===== config.mk =====
export PLATFORM = sky130hd
export DESIGN_NAME = lfsr_misr_bist_ctrl
export DESIGN_NICKNAME = d
export VERILOG_FILES = /design/src/rtl/lfsr_misr_bist_ctrl.sv
export SDC_FILE = /design/constraint.sdc
export NUM_CORES = 1
export LEC_CHECK = 0
export CAP_MARGIN = 20
export CORE_ASPECT_RATIO = 1.25
export CORE_MARGIN = 2
export CORE_UTILIZATION = 54
export CTS_CLUSTER_SIZE = 12
export DETAILED_ROUTE_END_ITERATION = 7
export PLACE_DENSITY = 0.91
export SETUP_SLACK_MARGIN = 0.4
export SYNTH_ARGS = -nofsm -noshare
export SYNTH_HDL_FRONTEND = slang
export SYNTH_SLANG_ARGS = --single-unit

===== constraint.sdc =====
create_clock -name clk -period 3.67 [get_ports clk]
set_input_delay 0.734 -clock clk [delete_from_list [all_inputs] [get_ports clk]]
set_output_delay 0.734 -clock clk [all_outputs]
set_load 0.01 [all_outputs]

===== src/rtl/lfsr_misr_bist_ctrl.sv =====
// BIST controller: a Galois LFSR feeds patterns into a benchmark netlist and a
// Galois MISR compacts its responses into a signature checked against golden.
module lfsr_misr_bist_ctrl #(
  parameter int unsigned      IN_W      = 10,
  parameter int unsigned      OUT_W     = 14,
  parameter int unsigned      PAT_CNT_W = 16,
  parameter int unsigned      DUT_LAT   = 0,
  parameter int unsigned      SEED      = 32'd1,
  parameter logic [IN_W-1:0]  POLY_IN   = 10'h240,
  parameter logic [OUT_W-1:0] POLY_OUT  = 14'h3802
) (
  input  logic                 clk,
  input  logic                 rst_n,
  input  logic                 start,
  input  logic [PAT_CNT_W-1:0] num_patterns,
  input  logic [OUT_W-1:0]     golden,
  output logic [IN_W-1:0]      dut_in,
  input  logic [OUT_W-1:0]     dut_out,
  output logic                 busy,
  output logic                 done,
  output logic                 pass,
  output logic [OUT_W-1:0]     signature
);

  localparam logic [IN_W-1:0] SEED_V     = IN_W'(SEED);
  localparam logic [2:0]      DRAIN_INIT = (DUT_LAT > 0) ? 3'(DUT_LAT - 1) : 3'd0;

  typedef enum logic [1:0] {S_IDLE, S_RUN, S_DRAIN, S_DONE} state_t;

  function automatic logic [IN_W-1:0] lfsr_step(input logic [IN_W-1:0] s);
    logic [IN_W-1:0] fb;
    if (s[0]) fb = POLY_IN;
    else      fb = '0;
    return {1'b0, s[IN_W-1:1]} ^ fb;
  endfunction

  function automatic logic [OUT_W-1:0] misr_step(input logic [OUT_W-1:0] s);
    logic [OUT_W-1:0] fb;
    if (s[0]) fb = POLY_OUT;
    else      fb = '0;
    return {1'b0, s[OUT_W-1:1]} ^ fb;
  endfunction

  state_t               state_q, state_d;
  logic [IN_W-1:0]      lfsr_q, lfsr_d;
  logic [OUT_W-1:0]     misr_q, misr_d;
  logic [OUT_W-1:0]     golden_q, golden_d;
  logic [PAT_CNT_W-1:0] cnt_q, cnt_d;
  logic [2:0]           drain_q, drain_d;
  logic                 busy_q, busy_d;
  logic                 done_q, done_d;
  logic                 pass_q, pass_d;
  logic                 run_s;
  logic                 cap_vld_s;

  assign run_s = (state_q == S_RUN);

  // Capture-valid delay line: marks which cycles carry a response to a RUN pattern.
  generate
    if (DUT_LAT == 0) begin : g_no_lat
      assign cap_vld_s = run_s;
    end else begin : g_lat
      logic [DUT_LAT-1:0] vld_q, vld_d;

      // Shift RUN activity through DUT_LAT stages to match the benchmark pipeline.
      always_comb begin
        vld_d    = '0;
        vld_d[0] = run_s;
        for (int i = 1; i < int'(DUT_LAT); i++) begin
          vld_d[i] = vld_q[i-1];
        end
      end

      // Capture-valid delay line register.
      always_ff @(posedge clk or negedge rst_n) begin
        if (!rst_n) vld_q <= '0;
        else        vld_q <= vld_d;
      end

      assign cap_vld_s = vld_q[DUT_LAT-1];
    end
  endgenerate

  // Next-state, datapath and registered-output decode.
  always_comb begin
    state_d  = state_q;
    lfsr_d   = lfsr_q;
    cnt_d    = cnt_q;
    drain_d  = drain_q;
    golden_d = golden_q;
    if (cap_vld_s) misr_d = misr_step(misr_q) ^ dut_out;
    else           misr_d = misr_q;

    case (state_q)
      S_IDLE, S_DONE: begin
        if (start) begin
          golden_d = golden;
          lfsr_d   = SEED_V;
          misr_d   = '0;
          cnt_d    = num_patterns;
          if (num_patterns != '0) state_d = S_RUN;
          else                    state_d = S_DONE;
        end else begin
          state_d = state_q;
        end
      end
      S_RUN: begin
        lfsr_d = lfsr_step(lfsr_q);
        cnt_d  = cnt_q - PAT_CNT_W'(1);
        // cnt_q==1 means the pattern on dut_in this cycle is the last one.
        if (cnt_q == PAT_CNT_W'(1)) begin
          if (DUT_LAT > 0) begin
            state_d = S_DRAIN;
            drain_d = DRAIN_INIT;
          end else begin
            state_d = S_DONE;
          end
        end else begin
          state_d = S_RUN;
        end
      end
      S_DRAIN: begin
        if (drain_q == 3'd0) state_d = S_DONE;
        else                 drain_d = drain_q - 3'd1;
      end
      default: state_d = S_IDLE;
    endcase

    busy_d = (state_d == S_RUN) || (state_d == S_DRAIN);
    done_d = (state_d == S_DONE);
    pass_d = done_d && (misr_d == golden_d);
  end

  // State, datapath and output registers.
  always_ff @(posedge clk or negedge rst_n) begin
    if (!rst_n) begin
      state_q  <= S_IDLE;
      lfsr_q   <= SEED_V;
      misr_q   <= '0;
      golden_q <= '0;
      cnt_q    <= '0;
      drain_q  <= 3'd0;
      busy_q   <= 1'b0;
      done_q   <= 1'b0;
      pass_q   <= 1'b0;
    end else begin
      state_q  <= state_d;
      lfsr_q   <= lfsr_d;
      misr_q   <= misr_d;
      golden_q <= golden_d;
      cnt_q    <= cnt_d;
      drain_q  <= drain_d;
      busy_q   <= busy_d;
      done_q   <= done_d;
      pass_q   <= pass_d;
    end
  end

  assign dut_in    = lfsr_q;
  assign signature = misr_q;
  assign busy      = busy_q;
  assign done      = done_q;
  assign pass      = pass_q;

endmodule


Word level (Yosys, flattened, before mapping) --
Cells that the tools add are included.
Storage, ports and cells: bits in registers 62, bits in latches 0, RAM bits 0, memory bits (read-only) 0, input port bits 47, output and inout port bits 27, logic and storage cells 51, memories 0
Operators by class: add/subtract/negate cells 2, multipliers 0, div/mod/pow operators 0, order comparisons 0, eq/ne operators 9, shift-type cells 0, multiplexer cells 18, bitwise logic cells 4, reductions and logical operators 9
Operators with widths (count):
- $mux W14 | 7
- $pmux W16 S2 | 1
- $mux W10 | 3
- $pmux W10 S2 | 1
- $eq A16 B1 Y1 const B | 1
- $mux W16 | 1
- $reduce_bool A16 Y1 | 1
- $sub A16 B1 Y16 const B | 1
- $eq A14 B14 Y1 | 1
- $xor A13 B14 Y14 | 1
- $xor A14 B14 Y14 | 1
- $xor A9 B10 Y10 | 1
- $eq A2 B2 Y1 const B | 4
- $mux W2 | 4
- $pmux W2 S3 | 1
- $eq A2 B1 Y1 const B | 2
- $reduce_and A2 Y1 | 2
- $logic_not A3 Y1 | 1
- $sub A3 B1 Y3 const B | 1
- $logic_not A2 Y1 | 1
- $ne A2 B2 Y1 const B | 1
- $reduce_bool A2 Y1 | 1
- $reduce_or A2 Y1 | 1
- $logic_and A1 B1 Y1 | 1
- other kinds (2) | 2

Longest topological paths before layout --
Gate-level depths: netlist (run 1).
depth in word-level cells 9, depth in mapped cells 11, gate-level depth less buffers 9

Least setup slack after synthesis (run 1) --
Ideal clock, no wire load.
path kind flip-flop to flip-flop, from reg state_q[0], to reg pass_q, in the netlist pass, setup time 96 ps, arrival time 2160 ps, required time 3574 ps, path slack 1414 ps, cell stages (with the launch flop) 11, path buffers 2, period minus slack after synthesis 2256 ps, cells stage by stage dfrtp_1 -> inv_1 -> ha_1 -> and2_1 -> buf_6 -> buf_6 -> a211oi_1 -> xor2_1 -> nor4_2 -> nand4_1 -> nor4_2
Between the ends: cells in the longest elaborated chain, start to end 6, elaborated cells between the ends (all ways) 15, classes of those cells eq/ne (5); mux (7); reduce/logical (3)
Ends and longest elaborated chain:
- start, declared | line 44 | state_t state_q, state_d;
- start signal, assigned | line 147 | state_q <= state_d;
- $eq A2 B1 Y1 | line 56 | assign run_s = (state_q == S_RUN);
- $mux W14 | line 91 | if (cap_vld_s) misr_d = misr_step(misr_q) ^ dut_out;
- $mux W14 | line 96 | if (start) begin
- $mux W14 (*) | line 94 | case (state_q)
- named net misr_d[6] | line 46 | logic [OUT_W-1:0] misr_q, misr_d;
- $eq A14 B14 Y1 (*) | line 131 | pass_d = done_d && (misr_d == golden_d);
- $logic_and A1 B1 Y1 (*) | line 131
- named net pass_d | line 52 | logic pass_q, pass_d;
- end signal, assigned | line 155 | pass_q <= pass_d;
- end, declared | line 52
Mark *: on every way through the listed nets, which the timed path passes. The rest lies on a longest branch. A chain may end at the register's enable or synchronous reset.

Worst setup path after layout (run 1) --
from in start, to reg pass_q, in the netlist pass
Between the ends: cells in the longest elaborated chain, start to end 4, elaborated cells between the ends (all ways) 9, classes of those cells eq/ne (2); mux (6); reduce/logical (1)
Ends and longest elaborated chain:
- start, declared | line 14 | input logic start,
- $mux W14 | line 96
- $mux W14 | line 94
- named net misr_d[6] | line 46
- $eq A14 B14 Y1 | line 131
- $logic_and A1 B1 Y1 | line 131
- named net pass_d | line 52
The timed path passes the listed nets, and every way through them passes these cells.

==> results of run 1 <==
==> per-stage QoR <==
stage | area [sq um] | cells | total power (W) | hold slack [ns] | util, %
after floorplan | 3300 | 332 | 0.00279 | 0.438 | -
after global placement | 4090 | 474 | 0.00337 | 0.462 | 69.8
after detailed placement | 4090 | 474 | 0.00346 | 0.476 | 69.8
after CTS | 4280 | 489 | 0.00407 | 0.490 | 73.1
after global routing | 4300 | 490 | 0.00435 | 0.252 | 73.5
final | 4300 | 490 | 0.00406 | 0.268 | 73.5
==> layer usage <==
metal | vias to the layer above | share of wire (%)
met5 | - | 0
met4 | 0 | 1.5
met3 | 10 | 4.9
met2 | 82 | 51
met1 | 1313 | 43
li1 | 1340 | -
==> sequential cells by signal (all words and copies together) (netlist names) <==
name / cells
golden_q: 14
cnt_q: 16
state_q: 2
done: 1
signature: 14
dut_in: 10
pass: 1
drain_q: 3
busy: 1
==> power groups by stage <==
stage / Clock (W) / Sequential (W) / Combinational, W
6_report: 0.000594 / 0.00130 / 0.00217
2_1_floorplan: 0 / 0.00129 / 0.00150
3_3_place_gp: 0 / 0.00129 / 0.00208
3_5_place_dp: 0 / 0.00130 / 0.00216
4_1_cts: 0.000605 / 0.00129 / 0.00217
5_1_grt: 0.000638 / 0.00134 / 0.00237
==> final timing paths <==
kind / cells after the start / slack, ns / to / from
hold / removal: 1 / 0.27 / signature[0]$_DFF_PN0_ / rst_n
setup reg to reg: 9 / 1.05 / pass$_DFF_PN0_ / state_q[0]$_DFF_PN0_
min in group clk: 2 / 0.49 / drain_q[2]$_DFFE_PN0P_ / drain_q[2]$_DFFE_PN0P_
setup / recovery: 8 / 0.84 / pass$_DFF_PN0_ / start
hold reg to reg: 2 / 0.49 / drain_q[2]$_DFFE_PN0P_ / drain_q[2]$_DFFE_PN0P_
max in group asynchronous: 2 / 2.87 / dut_in[0]$_DFFE_PN1P_ / rst_n
==> cell type report <==
cell class / instances / area, sq um
clock buffers: 12 / 155
clock inverters: 3 / 43.8
fillers: 407 / 1550
inverters: 10 / 37.5
multi-input cells: 240 / 1610
flip-flops and latches: 62 / 1550
well taps: 82 / 103
repair buffers: 81 / 798
==> cells in the final DEF, fill, tap and decap left out, types with 2 or more instances in the layout <==
cell type and instances:
o21ai_0 14, a21oi_1 19, and2_1 6, nand2_1 33
a211oi_1 11, nor4_1 4, nor4_2 2, mux2_2 6
inv_1 10, xnor2_1 20, o22ai_1 16, mux2i_1 8
nor3_1 8, or3_4 2, nor2_1 27, ha_1 6
buf_4 7, nand4_1 2, clkbuf_8 11, dfrtp_1 61
mux2_4 2, clkdlybuf4s50_1 72, nand3_1 10, xor2_1 7
o22a_1 15, a22o_1 9, nand2b_1 2
==> cells by family after synthesis <==
| kind of cell | synth area share, % |
|---|---|
| compound gates | 18.4 |
| xor+xnor | 7.90 |
| fa+ha+maj | 2.66 |
| buf+inv | 3.99 |
| flops | 47.1 |
| mux | 5.39 |
| simple gates | 14.6 |
==> worst max-delay path, cell delays in order <==
cell and delay (ns):
clkdlybuf4s50_1 0.53, and2_1 0.45, buf_4 0.32, a211oi_1 0.10, xor2_1 0.21, nor4_2 0.29, nand4_1 0.14, nor4_2 0.28
==> run_results.csv, run 1 <==
group,metric,value,unit
placement,place_congestion,0.857,
yosys,synthTopCellsByArea,"dfrtp_1 46%, xnor2_1 5.3%, o22a_1 4.0%",
timing,rsz0062_at_grt,"no",
global_route,grt_pass1_wl,11900,um
placement,io_buffers,73,
power_and_ir_drop,worst_ir_drop_vdd,545,uV
timing,finalCriticalPeriod,2.83,ns
yosys,yosys.cell_types.count,39,
routing,drt_pass1_iterations,4,
global_route,antenna_found_initial,0,
placement,dp_hpwl,5320,um
clocking,cts_sinks,62,
global_route,grt_usage,22.8,%
yosys,avgSynthCellArea,9.93,sq um
routing,first_iter_violations,153,
die,core_area,5860,sq um
timing,fin_skew,0.00673,ns
yosys,synth_fp_nets,386,
clocking,post_cts_buffers,0,
yosys,synth_area,3300,sq um
setup_path,cp-start-kind,"input pin",
routing,routed_wl,7340,um
placement,dp_slack,0.505,ns
global_route,use_met1,29.0,%
power_and_ir_drop,leakage,1.77,nW
power_and_ir_drop,switching_share,40.8,%
yosys,synthTopCellsByCount,"61 x dfrtp_1, 33 x nand2_1, 27 x nor2_1, 20 x xnor2_1, 19 x a21oi_1",
setup_path,crit_path_end_kind,"flip-flop",
global_route,overflow,0,
die,initial_core_util,56.3,%
clocking,cts_tree,"done",
power_and_ir_drop,power-per-cell-area,943,nW/um^2
clocking,numCtsBuffers,9,
power_and_ir_drop,switchingPower,0.00166,W
routing,vias,2745,
routing,drc,0,
die,die_x,73.9,um
yosys,yosysMostFrequentCell,"dfrtp_1",
clocking,clk_latency,0.33,ns
timing,fin_crit_sh,77.1,%
die,rows,31,
routing,drtAntennaViolNets,0,
yosys,yosysWarnings,0,
yosys,synthFlopType,"dfrtp_1",
power_and_ir_drop,seqPwrFrac,31.9,%
die,die_h,91.3,um
routing,via_per_inst,5.60,
timing,slew_viol_final,0,
yosys,synth.top_cell.area_share,46.3,%
global_route,use_met2,37.0,%
final_layout,fin_nets,458,
final_layout,area_delta_synth_final,30.6,%
global_route,globalRouteMet3Util,5.11,%
run_status,status,"complete, no violations",
setup_path,crit_required,3.90,ns
power_and_ir_drop,p_int,0.00240,W
timing,setup_viol,0,
yosys,synth_edf_count,0,
yosys,yosysSeqAreaShare,47.1,%
timing,timing.final.ws_setup,0.842,ns
timing,fmax,0.354,GHz
final_layout,drive_above_1_share,9.31,%
timing,tightest_slew,0.661,ns
global_route,grt_pass1_vias,2588,
yosys,ys_ff_latch,62,
setup_path,critPathKind,"input pin to flip-flop",
min_path,hold_class,"input pin to asynchronous set/reset pin",
power_and_ir_drop,combPwrFrac,53.4,%
global_route,grt_start_max_net_pins,48,
clocking,clock_path_buffers,2,
clocking,path_clk_slew,0.07,ns
global_route,grt_busiest_layer,"met2",
routing,routedWlPerCell,15.0,um
power_and_ir_drop,clockPowerShare,14.6,%
yosys,synthCells,332,
timing,hold_viol,0,
setup_path,crit_fanout,18,
timing,fin_setup_tns,0,ns
yosys,yosysTopAreaCell,"dfrtp_1",
die,io_pins,74,
die,die_area,6750,sq um
clocking,root_buffer,"clkbuf_8",
yosys,synth-async-reset-ratio,100,%
clocking,hold_buffers,0,
setup_path,arrival,3.06,ns
clocking,h-tree-depth,3,
timing,max_slew_margin,55.6,%
final_layout,antenna_cells,0,
run,maxCapViolations,0,
clocking,cts_resized,0,
Note: power is estimated with default switching activity, not from simulation.
==> inputs of run 2 (changes only) <==
CORE_UTILIZATION = 46   (was 54)
PLACE_DENSITY = 0.83   (was 0.91)
clock period = 2.4 ns   (was 3.67 ns; I/O delays follow)
==> run 2 against run 1 <==
  * Via count increased by 5.1%
  * Global-route usage decreased by 0.34 points
  * Non-clock buffer count increased by 12
  * Combinational power increased by 76%
  * Wire length increased by 16%
  * Critical path depth decreased by 1
  * Sequential power increased by 53%
  * Clock-buffer cell count unchanged
  * Cell area increased by 4.5%
  * Sequential cell count unchanged
  * Cell count increased by 4.5%
  * Power increased by 64%
==> run_results.csv, run 2 (same netlist as run 1, synthesis figures left out) <==
group,metric,value,unit
run_status,status,"complete, no violations",
routing,drc,0,
final_layout,fin_nets,471,
die,die_h,98.6,um
timing,whs,0.178,ns
global_route,grt_pass1_vias,2866,
die,core_area,6930,sq um
timing,finalCriticalPeriod,2.25,ns
clocking,cts_tree,"done",
timing,fin_crit_sh,94.0,%
placement,dp_hpwl,5780,um
setup_path,crit_chain,"ha_4 > and2_4 > mux2_4 > xor2_1 > nor4_2 > nand4_1 > nor4_2",
final_layout,largest_reg_flops,16,
power_and_ir_drop,p_total,0.00667,W
die,die_x,79.7,um
setup_path,r2r-end,"pass$_DFF_PN0_",
routing,drt_pass1_iterations,4,
global_route,grt_usage,22.4,%
setup_path,crit_path_end_kind,"flip-flop",
global_route,overflow,0,
global_route,grt_start_max_net_pins,33,
setup_path,critPathKind,"flip-flop to flip-flop",
setup_path,r2r_cells,7,
setup_path,cp-start-kind,"flip-flop",
clocking,hold_buffers,0,
timing,tightest_slew,0.439,ns
min_path,hold_class,"input pin to asynchronous set/reset pin",
setup_path,cpPeakStageDelay,0.43,ns
global_route,grt_pass1_wl,13800,um
routing,first_iter_violations,137,
clocking,numCtsBuffers,9,
clocking,clock_path_buffers,2,
clocking,path_clk_slew,0.07,ns
timing,rsz0062_at_grt,"yes",
placement,place_congestion,0.874,
timing,hold_viol,0,
timing,fin_skew,0.00761,ns
die,io_pins,74,
power_and_ir_drop,worst_ir_drop_vdd,650,uV
global_route,antenna_found_initial,0,
final_layout,largest_register,"cnt_q",
setup_path,cp_common_cell,"nor4_2",
power_and_ir_drop,power-per-cell-area,1480,nW/um^2
clocking,clk_latency,0.32,ns
setup_path,ff2ff_setup_slack,0.15,ns
final_layout,area_delta_synth_final,36.5,%
setup_path,path_buf_inv,0,
setup_path,cp_top_family,"simple AND/OR/NAND/NOR gates",
final_layout,utilization,64.9,%
setup_path,timing.rr.start,"state_q[1]$_DFF_PN0_",
final_layout,layout_common_cells,"72 x clkdlybuf4s50_1, 60 x dfrtp_1, 32 x nand2_1",
die,initial_core_util,47.5,%
routing,drtAntennaViolNets,0,
run,maxCapViolations,0,
power_and_ir_drop,leakage,1.84,nW
setup_path,arrival,2.49,ns
setup_path,worst-path-stages,7,
timing,max_slew_margin,70.7,%
timing,setup_viol,0,
clocking,cts_sinks,62,
placement,io_buffers,73,
final_layout,n_fill_cell,529,
routing,routed_wl,8520,um
setup_path,crit_fanout,8,
clocking,root_buffer,"clkbuf_8",
final_layout,antenna_cells,0,
timing,fmax,0.443,GHz
setup_path,cp_slowest_cell,"dfrtp_1",
final_layout,final_common_cell,"clkdlybuf4s50_1",
routing,via_per_inst,5.63,
setup_path,crit_required,2.64,ns
final_layout,drive_above_1_share,16.4,%
clocking,h-tree-depth,3,
routing,vias,2884,
timing,slew_viol_final,0,
die,die_area,7860,sq um
die,rows,34,
routing,routedWlPerCell,16.6,um
run 2: metal layers:
layer  up-vias  global-route usage [%]  wire (um)
met5         -                       0          0
met4         0                    7.43        167
met3        15                    4.30        431
met2        95                    38.6       4440
met1      1409                    28.1       3480
li1       1365                       -          -
run 2: worst max path at each step:
stage                          from             end  slack (ns)
6_report       state_q[1]$_DFF_PN0_  pass$_DFF_PN0_        0.15
4_1_cts        state_q[1]$_DFF_PN0_  pass$_DFF_PN0_        0.30
3_3_place_gp                  start  pass$_DFF_PN0_       0.006
2_1_floorplan  state_q[0]$_DFF_PN0_  pass$_DFF_PN0_        0.29
3_5_place_dp                  start  pass$_DFF_PN0_       -0.05
5_1_grt        state_q[1]$_DFF_PN0_  pass$_DFF_PN0_        0.11
run 2: report_power, final:
part / switching (W) / total, W / internal (W)
logic: 0.00197 / 0.00382 / 0.00185
registers: 0.000441 / 0.00199 / 0.00155
clock network: 0.000402 / 0.000863 / 0.000461
total: 0.00281 / 0.00667 / 0.00385
run 2: repair_timing:
action,4_1_cts,5_1_grt
endpoints found under the setup margin,1,16
pin swaps,0,2
cloned,1,0
endpoints found under the hold margin,0,0
setup buffers,5,2
gates resized for setup,8,4
run 2: per-stage QoR:
step | setup slack [ns] | instance area (sq um) | instances | TNS (ns)
after floorplan | 0.295 | 3340 | 332 | 0
after detailed placement | -0.0525 | 4190 | 488 | -0.0525
after global routing | 0.111 | 4500 | 512 | 0
after CTS | 0.299 | 4470 | 510 | 0
after global placement | 0.00560 | 4190 | 488 | 0
final | 0.145 | 4500 | 512 | 0
run 2: cell type report:
cell class,count,area [sq um],area share (%)
inverter,10,37.5,0.834
clock inverter,4,28.8,0.640
clock buffer,12,165,3.67
multi-input combinational,241,1710,38.1
tap,90,113,2.50
timing repair buffer,93,888,19.7
sequential,62,1550,34.5
==> inputs of run 3 (changes only) <==
clock period = 2 ns   (was 2.4 ns; I/O delays follow)
==> run 3 against run 2 <==
  * The flow now finishes with violations (setup timing)
  * Worst hold slack worse by 0.13 ns
  * Sequential share of layout area down 5.9 points
  * Worst setup slack worse by 0.43 ns
  * Cell count up 10%
  * Die area unchanged
  * Sequential power up 19%
  * Sequential cell count unchanged
  * Clock skew about the same
==> run_results.csv, run 3 (same netlist as run 1, synthesis figures left out) <==
group,metric,value,unit
run_status,status,"finished with violations",
run_status,violations,"setup timing",
timing,timing.final.ws_setup,-0.289,ns
timing,hold_viol,0,
setup_path,crit_chain,"ha_4 > and2_4 > buf_4 > mux2_4 > xor2_1 > nor4_2 > nand4_1 > nor4_2",
timing,fmax,0.437,GHz
timing,fin_skew,0.00713,ns
routing,first_iter_violations,199,
power_and_ir_drop,power-per-cell-area,1950,nW/um^2
placement,place_congestion,0.852,
routing,drt_pass1_iterations,4,
final_layout,drive_above_1_share,36.7,%
clocking,numCtsBuffers,9,
clocking,path_clk_slew,0.07,ns
timing,setup_viol,11,
routing,via_per_inst,5.86,
setup_path,cp_top_family,"simple AND/OR/NAND/NOR gates",
final_layout,layout_common_cells,"60 x dfrtp_1, 49 x buf_4, 45 x clkdlybuf4s50_1",
setup_path,critPathKind,"flip-flop to flip-flop",
clocking,h-tree-depth,3,
power_and_ir_drop,worst_ir_drop_vdd,1140,uV
final_layout,design_area,5420,sq um
timing,tightest_slew,0.502,ns
setup_path,cp-start-kind,"flip-flop",
setup_path,cp_slowest_cell,"dfrtp_1",
routing,routedWlPerCell,19.5,um
setup_path,crit_required,2.25,ns
final_layout,n_fill_cell,413,
clocking,clk_latency,0.34,ns
setup_path,path_buf_inv,1,
timing,fin_setup_tns,-0.546,ns
placement,dp_hpwl,5950,um
final_layout,ff_latch_area,1550,sq um
routing,drc,0,
timing,finalCriticalPeriod,2.29,ns
min_path,hold_class,"input pin to asynchronous set/reset pin",
die,io_pins,74,
global_route,grt_pass1_vias,3331,
final_layout,multi_input_area,2030,sq um
final_layout,largest_register,"cnt_q",
placement,io_buffers,73,
setup_path,crit_fanout,8,
timing,slew_viol_final,0,
clocking,clock_path_buffers,2,
die,initial_core_util,47.5,%
timing,fin_crit_sh,114,%
die,rows,34,
die,die_area,7860,sq um
final_layout,area_delta_synth_final,64.4,%
timing,rsz0062_at_grt,"yes",
global_route,grt_usage,27.2,%
die,core_area,6930,sq um
global_route,antenna_found_initial,0,
setup_path,cpPeakStageDelay,0.43,ns
clocking,root_buffer,"clkbuf_8",
setup_path,crit_path_end_kind,"flip-flop",
final_layout,final_common_cell,"dfrtp_1",
final_layout,largest_reg_flops,16,
power_and_ir_drop,leakage,2.36,nW
routing,routed_wl,11000,um
clocking,hold_buffers,0,
final_layout,fin_nets,523,
run,maxCapViolations,0,
routing,vias,3307,
clocking,cts_sinks,62,
die,die_x,79.7,um
final_layout,antenna_cells,0,
global_route,grt_start_max_net_pins,63,
setup_path,arrival,2.54,ns
final_layout,utilization,78.1,%
global_route,overflow,0,
global_route,grt_pass1_wl,16400,um
clocking,cts_tree,"done",
timing,max_slew_margin,66.3,%
setup_path,cp_common_cell,"nor4_2",
placement,placed_cell_area,4450,sq um
routing,drtAntennaViolNets,0,
die,die_h,98.6,um
-- run 3: final timing paths --
| path | start | to | slack (ns) | cells after the start |
|---|---|---|---|---|
| worst min-delay path | rst_n | signature[8]$_DFF_PN0_ | 0.05 | 2 |
| worst max-delay path | state_q[1]$_DFF_PN0_ | pass$_DFF_PN0_ | -0.29 | 8 |
| worst max register to register | state_q[1]$_DFF_PN0_ | pass$_DFF_PN0_ | -0.29 | 8 |
| worst min register to register | golden_q[9]$_DFF_PN0_ | golden_q[9]$_DFF_PN0_ | 0.50 | 1 |
| min in group clk | golden_q[9]$_DFF_PN0_ | golden_q[9]$_DFF_PN0_ | 0.50 | 1 |
| max in group asynchronous | rst_n | dut_in[0]$_DFFE_PN1P_ | 1.62 | 2 |
-- run 3: area by class of cell --
class / instances / share of cell area (%)
inverters: 10 / 0.693
well taps: 90 / 2.08
clock buffers: 10 / 2.54
multi-input cells: 242 / 37.4
clock inverters: 6 / 2.01
repair buffers: 144 / 26.6
flip-flops and latches: 62 / 28.7
-- run 3: per-stage QoR --
stage / power [W] / hold slack [ns] / instances / setup WS (ns)
final: 0.0105 / 0.0516 / 564 / -0.289
after global routing: 0.0110 / 0.0750 / 564 / -0.366
after CTS: 0.00959 / 0.0778 / 557 / -0.137
after detailed placement: 0.00702 / 0.435 / 518 / -0.391
after global placement: 0.00683 / 0.439 / 518 / -0.312
after floorplan: 0.00529 / 0.104 / 332 / -0.105
-- run 3: routing by layer --
metal	part of all wire (%)	global-route usage (%)	wire [um]	up-vias
met5	0	0	0	-
met4	5.2	14.9	567	0
met3	5.8	4.95	634	48
met2	53	48.5	5860	154
met1	36	30.2	3940	1627
li1	-	-	-	1478
-- run 3: repair_timing --
item	in CTS	in global routing
buffers inserted	16	7
resized for setup	90	44
pin swaps	30	25
cloned	7	0
setup endpoints to repair	61	33
-- run 3: power by group --
part	switching, W	internal (W)	leakage, nW
registers	0.000515	0.00186	0.747
clock network	0.000512	0.000860	0.126
logic	0.00332	0.00348	1.49
